File: config.mk
export PLATFORM = sky130hd
export DESIGN_NAME = run_monitor
export DESIGN_NICKNAME = d
export VERILOG_FILES = /design/src/rtl/rv_tb_pkg.sv /design/src/rtl/sat_counter.sv /design/src/rtl/run_monitor.sv
export SDC_FILE = /design/constraint.sdc
export NUM_CORES = 1
export LEC_CHECK = 0
export CORE_UTILIZATION = 35
export DETAILED_ROUTE_END_ITERATION = 8
export PLACE_DENSITY = 0.66
export SYNTH_ARGS = -nofsm -noshare
export SYNTH_HDL_FRONTEND = slang
export SYNTH_SLANG_ARGS = --single-unit
File: constraint.sdc
create_clock -name clk -period 5.3 [get_ports clk]
set_input_delay 1.59 -clock clk [delete_from_list [all_inputs] [get_ports clk]]
set_output_delay 1.59 -clock clk [all_outputs]
set_load 0.02 [all_outputs]
File: src/rtl/rv_tb_pkg.sv
// Shared definitions for the run monitor: FSM state encoding and run result causes.
package rv_tb_pkg;

    typedef enum logic [1:0] {
        ST_HOLD = 2'd0,
        ST_RUN  = 2'd1,
        ST_END  = 2'd2
    } state_t;

    typedef enum logic [2:0] {
        CAUSE_NONE    = 3'd0,
        CAUSE_PASS    = 3'd1,
        CAUSE_FAIL    = 3'd2,
        CAUSE_HANG    = 3'd3,
        CAUSE_TIMEOUT = 3'd4
    } cause_t;

endpackage

File: src/rtl/sat_counter.sv
// Up-counter with enable and synchronous clear that sticks at its all-ones value.
module sat_counter #(
    parameter int W = 32
) (
    input  logic         clk,
    input  logic         rst_n,
    input  logic         i_clr,
    input  logic         i_en,
    output logic [W-1:0] o_count
);

    logic [W-1:0] r_count;

    always_ff @(posedge clk or negedge rst_n) begin
        if (!rst_n) begin
            r_count <= '0;
        end else if (i_clr) begin
            r_count <= '0;
        end else if (i_en && (r_count != '1)) begin
            r_count <= r_count + W'(1);
        end
    end

    assign o_count = r_count;

endmodule

File: src/rtl/run_monitor.sv
// Run controller for the core: sequences core reset, counts RUN cycles and stores,
// and ends the run on a tohost store, a stalled PC or a cycle timeout.
module run_monitor
    import rv_tb_pkg::*;
#(
    parameter int             IAW          = 6,
    parameter int             DAW          = 6,
    parameter int             DW           = 64,
    parameter int             CW           = 32,
    parameter int             RST_CYCLES   = 5,
    parameter int             MAX_CYCLES   = 135,
    parameter int             STALL_CYCLES = 16,
    parameter logic [DAW-1:0] TOHOST_ADDR  = 6'h3F,
    parameter logic [DW-1:0]  PASS_VALUE   = 64'd1
) (
    input  logic           clk,
    input  logic           rst_n,
    input  logic           restart,
    input  logic [IAW-1:0] i_mem_addr,
    input  logic           d_mem_we,
    input  logic [DAW-1:0] d_mem_addr,
    input  logic [DW-1:0]  d_mem_data,
    output logic           core_rst_n,
    output logic           running,
    output logic           done,
    output logic           pass,
    output logic           timeout,
    output logic           hang,
    output logic [DW-1:0]  exit_code,
    output logic [CW-1:0]  cycle_count,
    output logic [CW-1:0]  store_count
);

    localparam int RCW = (RST_CYCLES > 1) ? $clog2(RST_CYCLES) : 1;

    state_t         r_state;
    state_t         w_state_next;
    cause_t         w_cause;
    logic [RCW-1:0] r_hold_cnt;
    logic           r_core_rst_n;
    logic           r_running;
    logic           r_done;
    logic           r_pass;
    logic           r_timeout;
    logic           r_hang;
    logic [DW-1:0]  r_exit_code;
    logic [CW-1:0]  w_cycle_count;
    logic [CW-1:0]  w_store_count;
    logic           w_in_run;
    logic           w_tohost;
    logic           w_timeout_hit;
    logic           w_hang_hit;

    assign w_in_run      = (r_state == ST_RUN);
    assign w_tohost      = d_mem_we && (d_mem_addr == TOHOST_ADDR);
    assign w_timeout_hit = (w_cycle_count == CW'(MAX_CYCLES - 1));

    generate
        if (STALL_CYCLES > 0) begin : g_stall
            localparam int SW = $clog2(STALL_CYCLES + 1);
            logic [IAW-1:0] r_prev_addr;
            logic [SW-1:0]  r_stall_cnt;
            logic           w_same;

            assign w_same = (i_mem_addr == r_prev_addr);

            // r_stall_cnt = consecutive RUN cycles so far whose PC matched the cycle before
            always_ff @(posedge clk or negedge rst_n) begin
                if (!rst_n) begin
                    r_prev_addr <= '0;
                    r_stall_cnt <= '0;
                end else begin
                    r_prev_addr <= i_mem_addr;
                    if (!w_in_run || restart || !w_same) begin
                        r_stall_cnt <= '0;
                    end else begin
                        r_stall_cnt <= r_stall_cnt + SW'(1);
                    end
                end
            end

            assign w_hang_hit = w_in_run && w_same && (r_stall_cnt == SW'(STALL_CYCLES - 1));
        end else begin : g_no_stall
            assign w_hang_hit = 1'b0;
        end
    endgenerate

    always_ff @(posedge clk or negedge rst_n) begin
        if (!rst_n) begin
            r_state <= ST_HOLD;
        end else begin
            r_state <= w_state_next;
        end
    end

    always_comb begin
        w_state_next = r_state;
        w_cause      = CAUSE_NONE;
        if (restart) begin
            w_state_next = ST_HOLD;
        end else begin
            case (r_state)
                ST_HOLD: begin
                    if (r_hold_cnt == '0) begin
                        w_state_next = ST_RUN;
                    end
                end
                ST_RUN: begin
                    if (w_tohost) begin
                        w_state_next = ST_END;
                        w_cause      = (d_mem_data == PASS_VALUE) ? CAUSE_PASS : CAUSE_FAIL;
                    end else if (w_hang_hit) begin
                        w_state_next = ST_END;
                        w_cause      = CAUSE_HANG;
                    end else if (w_timeout_hit) begin
                        w_state_next = ST_END;
                        w_cause      = CAUSE_TIMEOUT;
                    end
                end
                ST_END: begin
                    w_state_next = ST_END;
                end
                default: begin
                    w_state_next = ST_HOLD;
                end
            endcase
        end
    end

    always_ff @(posedge clk or negedge rst_n) begin
        if (!rst_n) begin
            r_hold_cnt   <= RCW'(RST_CYCLES - 1);
            r_core_rst_n <= 1'b0;
            r_running    <= 1'b0;
            r_done       <= 1'b0;
            r_pass       <= 1'b0;
            r_timeout    <= 1'b0;
            r_hang       <= 1'b0;
            r_exit_code  <= '0;
        end else begin
            r_core_rst_n <= (w_state_next == ST_RUN);
            r_running    <= (w_state_next == ST_RUN);
            // Reload whenever outside HOLD so every HOLD entry starts a full count
            if ((r_state == ST_HOLD) && !restart) begin
                if (r_hold_cnt != '0) begin
                    r_hold_cnt <= r_hold_cnt - RCW'(1);
                end
            end else begin
                r_hold_cnt <= RCW'(RST_CYCLES - 1);
            end
            if (restart) begin
                r_done      <= 1'b0;
                r_pass      <= 1'b0;
                r_timeout   <= 1'b0;
                r_hang      <= 1'b0;
                r_exit_code <= '0;
            end else begin
                case (w_cause)
                    CAUSE_PASS: begin
                        r_done <= 1'b1;
                        r_pass <= 1'b1;
                    end
                    CAUSE_FAIL: begin
                        r_done      <= 1'b1;
                        r_exit_code <= d_mem_data;
                    end
                    CAUSE_HANG: begin
                        r_done <= 1'b1;
                        r_hang <= 1'b1;
                    end
                    CAUSE_TIMEOUT: begin
                        r_done    <= 1'b1;
                        r_timeout <= 1'b1;
                    end
                    default: ;
                endcase
            end
        end
    end

    sat_counter #(.W(CW)) u_cycle_cnt (
        .clk     (clk),
        .rst_n   (rst_n),
        .i_clr   (restart),
        .i_en    (w_in_run),
        .o_count (w_cycle_count)
    );

    sat_counter #(.W(CW)) u_store_cnt (
        .clk     (clk),
        .rst_n   (rst_n),
        .i_clr   (restart),
        .i_en    (w_in_run && d_mem_we),
        .o_count (w_store_count)
    );

    assign core_rst_n  = r_core_rst_n;
    assign running     = r_running;
    assign done        = r_done;
    assign pass        = r_pass;
    assign timeout     = r_timeout;
    assign hang        = r_hang;
    assign exit_code   = r_exit_code;
    assign cycle_count = w_cycle_count;
    assign store_count = w_store_count;

endmodule
== After elaboration in Yosys (flattened, before gate mapping) ==
Cells that the tools add are included.
Operators by class
  $add $sub $neg: 4
  equality and inequality tests: 15
  muxes and demuxes: 29
  reductions and logical operators: 23
Operator list (number)
  $mux W32: 4
  $mux W64: 2
  $add A32 B1 Y32 const B: 2
  $eq A64 B1 Y1 const B: 1
  $ne A32 B32 Y1 const B: 2
  $eq A32 B8 Y1 const B: 1
  $mux W3: 7
  $reduce_bool A2 Y1: 7
  $mux W2: 6
  $mux W1: 8
  $logic_and A1 B1 Y1: 7
  $eq A3 B2 Y1 const B: 2
  $eq A6 B6 Y1: 1
  $eq A6 B6 Y1 const B: 1
  $pmux W2 S3: 1
  $add A5 B1 Y5 const B: 1
  $eq A5 B4 Y1 const B: 1
  $mux W5: 1
  $eq A2 B1 Y1 const B: 2
  $reduce_or A4 Y1: 1
  $eq A3 B1 Y1 const B: 1
  $eq A3 B3 Y1 const B: 1
  $logic_not A1 Y1: 3
  $logic_not A3 Y1: 1
  6 further kinds: 7
Storage, ports and cells
  flip-flop bits (word level): 149
  input bits: 80
  output and inout bits: 134
  word-level logic and storage cells: 83

== Depth between registers and ports, before layout ==
Gate-level depths: netlist (run 1).
  depth after elaboration: 11
  depth in mapped cells: 9
  gate-level depth less buffers: 7

== Hierarchy ==
From an unflattened synthesis (run 1), not the netlist that was laid out.
Unflattened totals
  cells, all modules: 718
  area total of the unflattened synthesis: 7915.1 um2
By module, submodules not included
  run_monitor: times used 1, cells an instance 322, area an instance 4206.5 um2, sequential area each 2128.3 um2
  sat_counter: times used 2, cells an instance 198, area an instance 1854.3 um2, sequential area each 800.8 um2

== Least setup slack after synthesis (run 1) ==
No wires, ideal clock.
  kind: in2reg
  start point: in d_mem_we
  end point: reg u_store_cnt.r_count[25] (netlist: u_store_cnt.o_count[25])
  library setup time: 78 ps
  arrival time: 3262 ps
  data required time: 5222 ps
  path slack: 1960 ps
  stages on the path: 5
  path buffers: 0
  cells stage by stage: nand3b_4 -> or4_1 -> or4_4 -> or4_1 -> a21oi_1
Between the ends
  cells in the longest elaborated chain, start to end: 3
RTL lines
  start: declaration: line run_monitor.sv:20  | input logic d_mem_we,
  $logic_and A1 B1 Y1: line run_monitor.sv:193  | .i_en (w_in_run && d_mem_we),
  $logic_and A1 B1 Y1: line sat_counter.sv:19  | end else if (i_en && (r_count != '1)) begin
  $reduce_bool A2 Y1 (no source line)
  end signal: assignment: line sat_counter.sv:20  | r_count <= r_count + W'(1);
  end: declaration: line sat_counter.sv:12  | logic [W-1:0] r_count;
Every way passes these cells.
A chain may end at the register's enable or synchronous reset.

== Worst setup path in the final report (run 1) ==
  start point: in d_mem_data[6]
  end point: reg r_exit_code[56] (netlist: exit_code[56])
Between the ends
  cells in the longest elaborated chain, start to end: 7
RTL lines
  start: declaration: line run_monitor.sv:22  | input logic [DW-1:0] d_mem_data,
  $eq A64 B1 Y1: line run_monitor.sv:111  | w_cause = (d_mem_data == PASS_VALUE) ? CAUSE_PASS : CAUSE_FAIL;
  $mux W2: line run_monitor.sv:111
  $mux W3: line run_monitor.sv:109  | if (w_tohost) begin
  $mux W3: line run_monitor.sv:102  | case (r_state)
  $mux W3: line run_monitor.sv:99  | if (restart) begin
  $eq A3 B2 Y1: line run_monitor.sv:158  | case (w_cause)
  $reduce_bool A2 Y1 (no source line)
  end signal: assignment: line run_monitor.sv:165  | r_exit_code <= d_mem_data;
  end: declaration: line run_monitor.sv:46  | logic [DW-1:0] r_exit_code;
Every way passes these cells.

==> results of run 1 <==
-- worst min-delay path by stage --
| stage | start | endpoint |
|---|---|---|
| finish | g_stall.r_stall_cnt[0]$_DFF_PN0_ | g_stall.r_stall_cnt[0]$_DFF_PN0_ |
| global route | g_stall.r_stall_cnt[0]$_DFF_PN0_ | g_stall.r_stall_cnt[0]$_DFF_PN0_ |
| detailed placement | g_stall.r_stall_cnt[0]$_DFF_PN0_ | g_stall.r_stall_cnt[0]$_DFF_PN0_ |
| CTS | g_stall.r_stall_cnt[0]$_DFF_PN0_ | g_stall.r_stall_cnt[0]$_DFF_PN0_ |
| global placement | g_stall.r_stall_cnt[0]$_DFF_PN0_ | g_stall.r_stall_cnt[0]$_DFF_PN0_ |
| floorplan | g_stall.r_stall_cnt[0]$_DFF_PN0_ | g_stall.r_stall_cnt[0]$_DFF_PN0_ |
-- per-stage QoR --
stage	hold slack [ns]	util [%]	power, W	setup WS [ns]
finish	0.4663	49.86	0.002683	1.489
floorplan	0.4329	-	0.001344	1.960
global placement	0.4551	47.12	0.001489	1.078
CTS	0.4738	49.86	0.002716	1.531
global route	0.4962	49.86	0.002805	1.351
detailed placement	0.4648	47.12	0.001493	1.102
-- cell families after synthesis --
family          after synthesis  synth area share (%)
compound gates              105                 8.517
xor+xnor                     22                 2.542
fa+ha+maj                     7                 1.155
buf+inv                      61                 3.169
flops                       149                 49.20
mux                          70                 10.40
simple gates                323                 25.02
-- worst register-to-register path: cells and delay by family (launching register included) --
family,cells,cell delay (ns)
simple gates,3,0.96
flops,1,0.47
mux,1,0.31
compound gates,1,0.94
-- flip-flops by register name, summed over array words and instances, names as in the netlist --
signal	cells
done	1
timeout	1
running	1
exit_code	64
g_stall.r_stall_cnt	5
u_store_cnt.o_count	32
r_hold_cnt	3
u_cycle_cnt.o_count	32
pass	1
g_stall.r_prev_addr	6
r_state	2
hang	1
-- cell type report --
type,instances,area [um2]
Clock buffer,18,429.2
Multi-Input combinational cell,527,3617
Fill cell,1950,10610
Timing Repair Buffer,221,2191
Clock inverter,13,148.9
Tap cell,275,344.1
Sequential cell,149,3730
Inverter,23,86.33
-- cells in the mapped netlist (all sizes together), types with 17 or more instances --
| master | n | area share (%) |
|---|---|---|
| dfrtp | 148 | 49 |
| o31ai | 17 | 1.7 |
| nor2b | 73 | 6.0 |
| or3 | 24 | 2.0 |
| nor4 | 33 | 2.7 |
| nand3 | 26 | 1.7 |
| or4 | 19 | 2.0 |
| nand4 | 28 | 2.4 |
| nor3 | 21 | 1.5 |
| nand2 | 27 | 1.3 |
| o21ai | 25 | 1.7 |
| a21oi | 40 | 2.6 |
| clkbuf | 33 | 1.6 |
| nor2 | 37 | 1.8 |
| inv | 23 | 1.1 |
| mux2 | 70 | 10 |
-- layer usage --
metal  part of all wire (%)  GRT usage, %  up-vias
li1                       -             -     3100
met2                     45         30.93      213
met4                    1.1         5.612        0
met1                     45         26.63     3195
met5                      0             0        -
met3                    8.5         7.676       21
-- power by group through the flow --
stage          Clock [W]  Sequential, W  Combinational, W
2_1_floorplan          0        0.00121          0.000133
3_3_place_gp           0        0.00121          0.000277
3_5_place_dp           0        0.00121          0.000281
4_1_cts          0.00124        0.00119          0.000282
5_1_grt          0.00130        0.00119          0.000311
6_report         0.00121        0.00119          0.000280
==> flow_results.org, run 1 <==
** Run status
- Outcome :: completed

** Global route
- The number of antenna violations at the first check in global routing was 0.
- Overall fraction of global-route tracks in use :: 20.24%
- The number of global-route vias before repair is 6628.
- First-pass GRT wire length :: 35180 um
- Maximum number of pins on one net before global-route repair :: 97
- Global routing finished with a remaining overflow of 0.

** Timing
- The max-slew violation total from the final report came to 0.
- RSZ-0062 raised after global routing :: false
- Worst-Margin Slew :: 1.114 ns
- For the final routed database, the setup TNS stands at 0 ns.
- F_max :: 262.4 MHz
- Final setup violation count :: 0
- After layout, the minimum clock period comes to 3.811 ns.
- The worst path uses 71.90% of the clock period.
- Hold Vio Cnt, Final :: 0
- Remaining max-slew budget at the tightest pin :: ~25%
- For the final database, setup skew stands at 0.01082 ns.

** Pwr
- Proportion of power drawn by combinational gates :: 10.4%
- Net switching is 26.17% of the power.
- Highest ir drop seen on vdd :: 183.3 uV
- Net Switching :: 0.0007020 W
- Pwr per Cell Area :: around 250 nW/um2
- Cell internal power was estimated by the tool at 0.001981 W.
- The analysis attributes to cell leakage a power of about 4.2 nW.
- Of the total power, registers draw 44.4%.
- In this run, the clock network consumes 45.2% of the power.

** CTS
- TritonCTS built the clock tree.
- Buffers inserted to repair hold after CTS numbered 0.
- The clock passes through at most 2 buffers.
- Post-CTS setup-driven buffer insertion count :: 0
- Worst skew pair latency :: 0.42 ns
- The tree is rooted in a clkbuf_16.
- Clock sink count :: 149
- In this run, post-CTS repair resized a total of 0 instances.
- Clock buffers created by TritonCTS :: 17
- After clock tree synthesis, the clock-pin slew on the worst setup and hold paths is 0.06 ns.
- The H-tree generated during clock tree synthesis spans 4 levels.

** Critical path
- By instance count, the cell type seen most on the critical path is buf_4.
- Cell type group with the largest total delay on the critical path :: simple AND/OR/NAND/NOR gates
- The critical path starts at d_mem_data[6].
- Setup slack on the worst flop-to-flop path :: 2.50 ns
- Highest-delay cell along the critical path :: nor4b_1
- Arr. time, crit path :: ~4.1 ns
- In this run the number of cells on the critical path is 8.
- Crit path kind :: in -> reg
- Crit Reg-Reg Endpoint :: u_store_cnt.o_count[15]$_DFFE_PN0P_
- The number of cells on the worst reg-to-reg path is 5.
- Data on the critical path is required at its endpoint by 5.60 ns.
- Together, buffers and inverters on the worst path number 3.
- Nature of the critical path endpoint :: register
- The worst register-to-register path begins at u_store_cnt.o_count[27]$_DFFE_PN0P_.
- Critical path startpoint category :: input pin
- Worst Setup EP :: exit_code[56]$_DFFE_PN0P_
- Traced cell by cell, the critical path runs through clkdlybuf4s50_1 -> nor4b_1 -> nand4_1 -> nor4_1 -> buf_4 -> nor3_4 -> buf_4 -> mux2_2.
- On the worst path, the slowest cell contributes a delay of 0.47 ns.
- In this run the worst path has a maximum fanout of 64.

** Die
- Die Y :: 149.2 um
- After floorplanning, the core was sized to cover 21150 um2.
- The die covers 22250 um2.
- Chip Width :: 149.2 um
- During I/O placement, the number of pins put on the boundary was 214.
- Effective utilization at floorplan :: 35.84%
- Floorplan row count :: 53

** Place
- Buffers added on ports :: 213
- Post-DP HPWL :: 15070 um
- Placed standard-cell area :: roughly 10000 um2
- Last weighted congestion value of the routability-driven placer :: 0.8591
- Cell total after placement :: 1195

** Finish
- Syn-to-layout area delta :: 39.12%
- Leaving out fill and tap cells, the most frequent cell in the layout is clkdlybuf4s50_1.
- Final cell area excluding filler cells :: about 11000 um2
- The number of antenna diodes in the final layout is 0.
- Final std cells w/o fill :: 1226
- At the end of the flow, the number of nets in the layout was 1026.
- Share of cells above drive strength 1 :: around 13%
- The top cell types in the final layout, fill and taps aside, are 211 x clkdlybuf4s50_1, 148 x dfrtp_1, 73 x nor2b_1, 70 x mux2_2, 40 x a21oi_1.

** Detailed routing
- First-iteration detailed-routing DRC count :: 353
- Across all layers, the routed design uses 6529 vias.
- DRC Markers :: 0
- Using the TritonRoute via totals, the vias-per-cell ratio works out to 5.325.
- After detailed routing, the average wire length per cell comes to 17.55 um.
- After detailed routing, the total wire length is around 22000 um.
- Number of iterations in the first detailed-routing pass :: 5
- Final ANT Viol Nets :: 0

** Synthesis
- The synthesized design contains 0 enable-type register cells.
- Share of synthesized area occupied by flip-flops and latches :: 49.20%
- The number of nets handed over by synthesis was around 820.
- The synthesized netlist occupies a cell area of 7581 um2.
- For this run, the number of Yosys warnings is 0.
- Gate count of the mapped netlist :: 737
- Synth unique cells :: 50
- Of all flip-flops after synthesis, the portion carrying an async set or reset was 100.0%.
- The most used flip-flop cell after synthesis is dfrtp_1.
- Synthesis inferred 149 register bits.
- Average size of a mapped cell :: 10.29 um2

** Job
- Across the run, the number of max-cap violations was 0.

** Min path
- Worst hold path stage count :: 1
- Hold Path Class :: reg -> reg
No activity file was read; power rests on OpenSTA's default activity.
==> inputs of run 2 (changes only) <==
==> constraint.sdc (replaced) <==
create_clock -name clk -period 3.96 [get_ports clk]
set_input_delay 1.188 -clock clk [delete_from_list [all_inputs] [get_ports clk]]
set_output_delay 1.188 -clock clk [all_outputs]
set_load 0.02 [all_outputs]
==> flow_results.org, run 2 (synthesized netlist as in run 1, its figures left out) <==
** Run status
- Outcome :: completed

** Finish
- Compared with the post-synthesis result, the final layout area differs by 40.22%.
- Antenna diode instance count :: 0 (unchanged)
- The number of flip-flops under the largest register name was 64 (unchanged).
- The library cell used most frequently in the layout, excluding fill and tap cells, is clkdlybuf4s50_1.
- Fin util :: 50.25% (+0.40 points)
- The layout cell share with drive strength beyond 1 came to 13.58% (+0.65 points).
- Final std cells w/o fill :: 1232 (+0.49%)
- The number of filler instances in the final layout is 1933 (-0.87%).
- Number of nets in the layout :: 1031 (+0.49%)
- The top cell types in the final layout, fill and taps aside, are 211 x clkdlybuf4s50_1, 148 x dfrtp_1, 73 x nor2b_1, 70 x mux2_2, 40 x a21oi_1.

** Global route
- Overall fraction of global-route tracks in use :: 20.18% (-0.058 points)
- First-pass GRT wire length :: 35220 um (+0.14%)
- The total congestion overflow after global routing came to 0 (unchanged).
- The met1 capacity usage during global routing was 26.60% (-0.027 points).
- The number of antenna violations at the first check in global routing was 0 (unchanged).
- Most crowded layer after global routing :: met2
- Met3 demand-to-capacity share in global routing :: 8.165% (+0.49 points)
- Maximum number of pins on one net before global-route repair :: 77 (-21%)
- Number of global-route vias before repair :: 6470 (-2.4%)
- Met2 track demand over resource :: 30.63% (-0.30 points)

** Detailed routing
- The final wirelength was 21830 um (+1.4%).
- Number of iterations in the first detailed-routing pass :: 4 (-1)
- Final ANT Viol Nets :: 0 (unchanged)
- Detailed-route vias per instance :: 5.341 (+0.29%)
- DRC Markers :: 0 (unchanged)
- Per-cell routed wire length :: 17.72 um (+0.92%)
- First-iteration detailed-routing DRC count :: 350 (-0.85%)
- The count of vias placed by the detailed router is 6580 (+0.78%).

** Timing
- Final setup violation count :: 0 (unchanged)
- Hold Vio Cnt, Final :: 0 (unchanged)
- Worst-case clock skew :: 0.01022 ns (-0.0006047 ns)
- Number of pins with negative max-slew slack in the final report :: 0 (unchanged)
- The worst slack on hold paths was 0.4576 ns (-0.008622 ns).
- Remaining max-slew budget at the tightest pin :: 22.17% (-2.9 points)
- Period utilisation layout :: 79.98%
- RSZ-0062 raised after global routing :: false
- The routed design could run at a clock period as short as approximately 3.2 ns.
- Sum of negative setup slack :: 0 ns (unchanged)
- Derived from the worst setup path, the maximum achievable clock frequency is between 300 and 400 MHz.
- Worst-Margin Slew :: 1.158 ns (+0.04318 ns)

** CTS
- Clock tree from TritonCTS :: done
- The register clock-pin slew on the reported worst setup and hold paths was 0.07 ns (about the same).
- The number of H-tree levels came to 4 (unchanged).
- Number of buffers on the longest clock path :: 2 (unchanged)
- Clock sink count :: 149 (unchanged)
- The number of setup buffers added after CTS was 0 (unchanged).
- Count of cells resized by post-cts repair :: 0 (unchanged)
- The clock network latency to the later pin of the worst-skew pair was 0.42 ns (about the same).
- Root buffer cell :: clkbuf_16
- Clock buffers created by TritonCTS :: 17 (unchanged)
- The number of buffers added to fix hold violations after cts was 0 (unchanged).

** Pwr
- The switching power of the nets is 0.0009415 W (+34%).
- The standby leakage power came to 4.287 nW (+1.1%).
- The share of total power in the clock network was 45.2% (about the same).
- Highest ir drop seen on vdd :: 286.4 uV (+56%)
- The total power draw is 0.003617 W (+35%).
- The total power divided by cell area came to 340.3 nW/um2 (+34%).
- P_int :: 0.002676 W (+35%)
- Switching share of power :: 26.03% (-0.14 points)
- The combinational share of power came to 10.7% (+0.3 points).
- Portion of total power attributed to sequential cells :: 44.1% (-0.3 points)

** Min path
- The worst hold path terminates at g_stall.r_stall_cnt[0]$_DFF_PN0_.
- The number of instances on the worst hold path is 1 (unchanged).
- Hold Path Class :: reg -> reg
- Hold Path Origin :: g_stall.r_stall_cnt[0]$_DFF_PN0_

** Place
- Buffers added on ports :: 213 (unchanged)
- Post-DP HPWL :: 15380 um (+2.1%)
- The placer's final routability congestion estimate is 0.8195 (-4.6%).
- Cell total after placement :: 1200 (+0.42%)

** Die
- Core region area :: 21150 um2 (unchanged)
- Overall die area :: 22250 um2 (unchanged)
- The chip height came to 149.2 um (unchanged).
- Chip Width :: 149.2 um (unchanged)
- The site row count was 53 (unchanged).
- The count of pins on the block boundary was 214 (unchanged).
- The initial standard-cell utilization of the core came to 35.84% (unchanged).

** Critical path
- Setup slack on the worst flop-to-flop path :: 1.12 ns (-1.38 ns)
- In this run the critical register-to-register path is launched from u_store_cnt.o_count[27]$_DFFE_PN0P_.
- Critical path peak fanout :: 4 (-94%)
- Arr. time, crit path :: 3.50 ns (-0.61 ns)
- Crit path kind :: in -> reg
- Critical path startpoint category :: input pin
- Crit Reg-Reg Endpoint :: u_store_cnt.o_count[15]$_DFFE_PN0P_
- The critical path data required time was 4.29 ns (-1.31 ns).
- Register-to-Register Path Depth :: 5 (unchanged)
- Nature of the critical path endpoint :: register

** Job
- Max-cap violation count :: 0 (unchanged)
-- run 2: cell type report --
class	instances	area, um2	area share [%]
clock buffer	18	439.2	4.131
inverter	23	86.33	0.8121
sequential	149	3730	35.09
multi-input combinational	527	3617	34.03
tap	275	344.1	3.237
clock inverter	14	147.6	1.389
timing repair buffer	226	2266	21.32
-- run 2: per-stage QoR --
| step | setup WS, ns | instance area (um2) |
|---|---|---|
| 2_1_floorplan | 1.022 | 7581 |
| 3_3_place_gp | 0.3818 | 10040 |
| 3_5_place_dp | 0.3919 | 10040 |
| 4_1_cts | 0.8188 | 10630 |
| 5_1_grt | 0.7233 | 10630 |
| 6_report | 0.7926 | 10630 |
-- run 2: critical path, stage by stage --
cell             delay (ns)
clkdlybuf4s50_1        0.56
nand3b_4               0.09
or4_1                  0.54
or4_4                  0.46
or4_1                  0.51
a21oi_1                0.16
-- run 2: routing by layer --
metal	up-vias	routed length, um
met1	3221	9400
met5	-	0
li1	3121	-
met3	19	2084
met2	219	10100
met4	0	239
-- run 2: worst max path at each step --
stage | from | end | depth (start not counted)
after floorplan | d_mem_we | u_store_cnt.o_count[25]$_DFFE_PN0P_ | 5
after global placement | d_mem_we | u_store_cnt.o_count[25]$_DFFE_PN0P_ | 6
after detailed placement | d_mem_we | u_store_cnt.o_count[25]$_DFFE_PN0P_ | 6
after CTS | d_mem_we | u_store_cnt.o_count[25]$_DFFE_PN0P_ | 6
after global routing | d_mem_we | u_store_cnt.o_count[25]$_DFFE_PN0P_ | 6
final | d_mem_we | u_store_cnt.o_count[25]$_DFFE_PN0P_ | 6
-- run 2: power by group through the flow --
stage	clock, W	combinational, W	sequential (W)
floorplan	0	0.000177	0.00162
global placement	0	0.000383	0.00162
detailed placement	0	0.000386	0.00162
CTS	0.00169	0.000388	0.00159
global route	0.00175	0.000424	0.00160
finish	0.00164	0.000386	0.00160
